**src/rtl/fir_param_core.sv**
```systemverilog
// Streaming signed FIR filter with serially reloadable, double-buffered coefficients
// and a saturated, registered output.
module fir_param_core #(
  parameter int DATA_W        = 6,
  parameter int COEF_W        = 2,
  parameter int TAPS          = 8,
  parameter int OUT_W         = 8,
  parameter int CLEAR_ON_IDLE = 1
) (
  input  logic                     clk,
  input  logic                     reset,
  input  logic                     in_valid,
  output logic                     in_ready,
  input  logic signed [DATA_W-1:0] in_data,
  input  logic                     coef_start,
  input  logic                     coef_valid,
  input  logic signed [COEF_W-1:0] coef_in,
  output logic                     coef_done,
  output logic                     out_valid,
  output logic signed [OUT_W-1:0]  out_data,
  output logic                     out_sat,
  output logic                     busy
);

  localparam int ACC_W  = DATA_W + COEF_W + $clog2(TAPS);
  localparam int PROD_W = DATA_W + COEF_W;
  localparam int EXT_W  = (ACC_W > OUT_W) ? ACC_W : OUT_W + 1;
  localparam int IDX_W  = $clog2(TAPS);

  localparam logic [1:0] ST_IDLE = 2'd0;
  localparam logic [1:0] ST_RUN  = 2'd1;
  localparam logic [1:0] ST_LOAD = 2'd2;

  localparam logic signed [EXT_W-1:0] SAT_MAX = {{(EXT_W-OUT_W+1){1'b0}}, {(OUT_W-1){1'b1}}};
  localparam logic signed [EXT_W-1:0] SAT_MIN = {{(EXT_W-OUT_W+1){1'b1}}, {(OUT_W-1){1'b0}}};

  logic [1:0]               state;
  logic signed [DATA_W-1:0] x      [TAPS];
  logic signed [COEF_W-1:0] active [TAPS];
  logic signed [COEF_W-1:0] shadow [TAPS];
  logic [IDX_W-1:0]         idx;
  logic                     pend;

  logic                     accept;
  logic                     commit;
  logic                     run_to_idle;
  logic signed [PROD_W-1:0] prod;
  logic signed [ACC_W-1:0]  sum;
  logic signed [EXT_W-1:0]  sum_ext;
  logic signed [OUT_W-1:0]  sat_data;
  logic                     sat_flag;

  assign in_ready    = (state != ST_LOAD);
  assign busy        = (state != ST_IDLE);
  // coef_start wins over a simultaneous sample, so that sample is refused.
  assign accept      = in_valid && in_ready && !coef_start;
  assign commit      = (state == ST_LOAD) && coef_valid && (idx == IDX_W'(TAPS - 1));
  assign run_to_idle = (state == ST_RUN) && !in_valid && !coef_start;

  always_comb begin
    prod = '0;
    sum  = '0;
    for (int unsigned k = 0; k < TAPS; k++) begin
      prod = PROD_W'(x[k]) * PROD_W'(active[k]);
      sum  = sum + ACC_W'(prod);
    end
  end

  assign sum_ext = EXT_W'(sum);

  always_comb begin
    sat_data = sum_ext[OUT_W-1:0];
    sat_flag = 1'b0;
    if (sum_ext > SAT_MAX) begin
      sat_data = SAT_MAX[OUT_W-1:0];
      sat_flag = 1'b1;
    end else if (sum_ext < SAT_MIN) begin
      sat_data = SAT_MIN[OUT_W-1:0];
      sat_flag = 1'b1;
    end
  end

  always_ff @(posedge clk) begin
    if (reset) begin
      state     <= ST_IDLE;
      idx       <= '0;
      pend      <= 1'b0;
      coef_done <= 1'b0;
      out_valid <= 1'b0;
      out_data  <= '0;
      out_sat   <= 1'b0;
      for (int unsigned k = 0; k < TAPS; k++) begin
        x[k]      <= '0;
        shadow[k] <= '0;
        active[k] <= (k % 2 == 0) ? COEF_W'(1) : '0;
      end
    end else begin
      coef_done <= commit;
      pend      <= accept;
      out_valid <= pend;
      // The sum seen here already reflects the sample accepted on the previous edge.
      if (pend) begin
        out_data <= sat_data;
        out_sat  <= sat_flag;
      end

      case (state)
        ST_IDLE: begin
          if (coef_start)  state <= ST_LOAD;
          else if (accept) state <= ST_RUN;
        end
        ST_RUN: begin
          if (coef_start)     state <= ST_LOAD;
          else if (!in_valid) state <= ST_IDLE;
        end
        ST_LOAD: begin
          if (commit) state <= ST_IDLE;
        end
        default: state <= ST_IDLE;
      endcase

      if (accept) begin
        x[0] <= in_data;
        for (int unsigned k = 1; k < TAPS; k++) x[k] <= x[k-1];
      end else if (commit || (run_to_idle && CLEAR_ON_IDLE != 0)) begin
        for (int unsigned k = 0; k < TAPS; k++) x[k] <= '0;
      end

      if (state == ST_LOAD && coef_valid) begin
        shadow[idx] <= coef_in;
        idx         <= commit ? '0 : idx + IDX_W'(1);
      end

      // The last coefficient bypasses the shadow bank straight into the active set.
      if (commit) begin
        for (int unsigned k = 0; k < TAPS - 1; k++) active[k] <= shadow[k];
        active[TAPS-1] <= coef_in;
      end
    end
  end

endmodule

```
**config.mk**
```make
export PLATFORM = sky130hd
export DESIGN_NAME = fir_param_core
export DESIGN_NICKNAME = d
export VERILOG_FILES = /design/src/rtl/fir_param_core.sv
export SDC_FILE = /design/constraint.sdc
export NUM_CORES = 1
export LEC_CHECK = 0
export CAP_MARGIN = 25
export CORE_ASPECT_RATIO = 1.1
export CORE_MARGIN = 5
export CORE_UTILIZATION = 40
export DETAILED_ROUTE_END_ITERATION = 8
export SETUP_SLACK_MARGIN = 0.1
export SLEW_MARGIN = 20
export SYNTH_ARGS = -nofsm -noshare
export SYNTH_HDL_FRONTEND = slang
export SYNTH_SLANG_ARGS = --single-unit
```
**constraint.sdc**
```tcl
create_clock -name clk -period 14.9 [get_ports clk]
set_clock_uncertainty 0.15 [all_clocks]
set_input_delay 1.49 -clock clk [delete_from_list [all_inputs] [get_ports clk]]
set_output_delay 1.49 -clock clk [all_outputs]
set_load 0.02 [all_outputs]
```
==> metrics <==
WL per Instance 16.3 um; Reg2Reg Depth 19; initial antenna violation count 0; Critical R2R Capture out_sat; Post-synth EDFFs 54; end point of the critical path out_sat; delay of the slowest cell on the worst path 0.55 ns; Worst-Margin Slew 0.901 ns; Post-Syn Nets 878; drt first-iter violations roughly 300; total gr overflow 0; Post-Syn Instances 733; top_reg_cell synth edfxtp_1; fraction of layout cells with a size suffix above 1 5.28%; Layout area overhead 10.8%; most frequent cells in the layout inv_1 (139), fa_1 (106), nand2_1 (95); starting density of the core 40.7%; DRT Wirelength 16.3 mm; Async SR Flop Fraction 0%; post-route DRC violation count 0; status complete, no violations; Worst setup SP type flip-flop; die width 141 um; CP delay by family, top adder cells; IO Count 26; Layout fillers 1709; hold crit path type reg2reg; CP cell instances inv_1 > nor2_1 > fa_1 > inv_1 > fa_1 > fa_1 > inv_1 > fa_1 > fa_1 > inv_1 > fa_1 > inv_1 > ha_1 > o21a_1 > a2111oi_2 > o31ai_1 > a211oi_4 > nor3b_2 > o41ai_2; required time of the critical path 14.98 ns; core area 18400 um^2; GP Congestion approximately 0.95; Distinct cells, synth 54; drt first pass iters 4; commonest non-fill, non-tap cell in the layout inv_1; die area approximately 22000 um^2; slowest CP cell fa_1; CTS tree yes; post_cts resized 0; unrepaired setup endpoints after global routing false; Buf/Inv on CP 5; YS warnings 0; clk buf depth 2; syn avg cell area roughly 10 um^2; PortBufs 25; nets@finish 897; number of max-slew violations in the final report 0; Max Cap Violations 0; post-route ant nets 0; clock-pin slew on the worst setup and hold paths 0.07 ns; most frequent CP cell fa_1; Peak Freq 158 MHz; Post-CTS Hold Buffers 0; Die Ht 154 um; WS Path Type reg2reg; fin crit share 42.4%; number of global-route vias before repair 5252; clock latency on the worst-skew pair roughly 0.36 ns; Clock Sinks 95; Reg2Reg Setup Slack 8.58 ns; slew margin rel. about 40%; setup TNS 0 ns; H-tree levels 3; minimum clock period 6.32 ns; buffers inserted by post-CTS timing repair 0; via-per-instance ratio 4.86; multi-input logic area 4460 um^2; n_diodes 0; register area share after synthesis 32.6%; Crit. End Element flip-flop; CP arrival 6.40 ns; Critical R2R Launch active[1][5]; hpwl dp 13.8 mm; Final Hold Viols 0; worst-path maximum fanout 6; register area 2440 um^2; first-pass GRT wire length about 27 mm; Setup-failing EPs final 0; worst setup path start active[1][5]; vias 4860; critical path depth 19; largest net degree at the start of global routing 38; GRT Resource Usage Total 15.7%; cell area after synthesis ~7500 um^2; register bit total from synthesis 95; TritonCTS Buffers 9; Root Buffer clkbuf_16; Rows 52
-- registers in the layout, summed over array words and instances (netlist names) --
signal / cells
pend: 1
coef_done: 1
x: 48
state: 2
out_sat: 1
idx: 3
out_valid: 1
out_data: 8
shadow: 14
active: 16
-- cell usage after synthesis, drive strengths merged, types with 3 or more instances --
cell type,number,area (um^2)
inv,140,526
fa,106,2120
nand2,95,357
and2,60,375
edfxtp,54,1620
dfxtp,41,821
a21oi,34,170
nand2b,34,213
nor2,31,116
ha,26,325
clkbuf,16,60.1
nor2b,13,88.8
a32oi,7,61.3
nor3,7,35.0
o21ai,7,38.8
a31o,6,52.6
xnor2,6,52.6
a21o,4,30.0
or3,4,25.0
xor2,4,35.0
nand3,3,15.0
or2,3,18.8
-- cells by family (layout without fill, tap and decap cells) --
kind of cell | count (synthesis) | in the layout | synth area share, %
compound gates | 77 | 77 | 7.67
xor+xnor | 10 | 10 | 1.17
fa+ha+maj | 132 | 132 | 32.6
buf+inv | 158 | 182 | 8.02
flops | 95 | 95 | 32.6
mux | 1 | 1 | 0.133
simple gates | 260 | 260 | 17.8
-- per-stage QoR --
step | utilization, % | setup slack, ns | instance area (um^2) | cells | hold WS [ns]
after floorplan | - | 9.07 | 7500 | 733 | 0.290
after global placement | 43.4 | 8.71 | 7990 | 984 | 0.286
after detailed placement | 43.4 | 8.61 | 7990 | 984 | 0.294
after CTS | 45.1 | 8.60 | 8310 | 1000 | 0.308
after global routing | 45.1 | 8.32 | 8310 | 1000 | 0.315
final | 45.1 | 8.58 | 8310 | 1000 | 0.305
-- metal layers --
metal / part of all wire (%) / global-route usage, % / wire [um]
met2: 51 / 27.8 / 8260
met3: 4.6 / 2.73 / 752
met1: 42 / 19.5 / 6910
met5: 0 / 0 / 0
met4: 2.4 / 4.85 / 387
-- final cells by class --
type	instances	area share, %
multi-input cells	480	53.7
flip-flops and latches	95	29.4
inverters	140	6.32
well taps	243	3.66
repair buffers	26	3.10
clock buffers	9	2.71
clock inverters	7	1.16
-- worst min-delay path, delay by kind of cell, from the launching register on --
kind	cells	cell delay (ns)
DFF	1	0.31
and+or+nand+nor	1	0.05
AOI/OAI and AO/OA	1	0.04
-- worst min path at each step --
stage | from | end | slack (ns) | cells past startpoint
floorplan | x[1][18] | x[1][18] | 0.29 | 2
global route | out_data[6] | out_data[6] | 0.31 | 2
CTS | out_data[5] | out_data[5] | 0.31 | 2
global placement | out_data[6] | out_data[6] | 0.29 | 2
detailed placement | out_data[5] | out_data[5] | 0.29 | 2
finish | out_data[6] | out_data[6] | 0.30 | 2
Power is left out: the tool's default activity adds up to more than one toggle a clock period on the data nets, which glitch-free logic cannot reach.
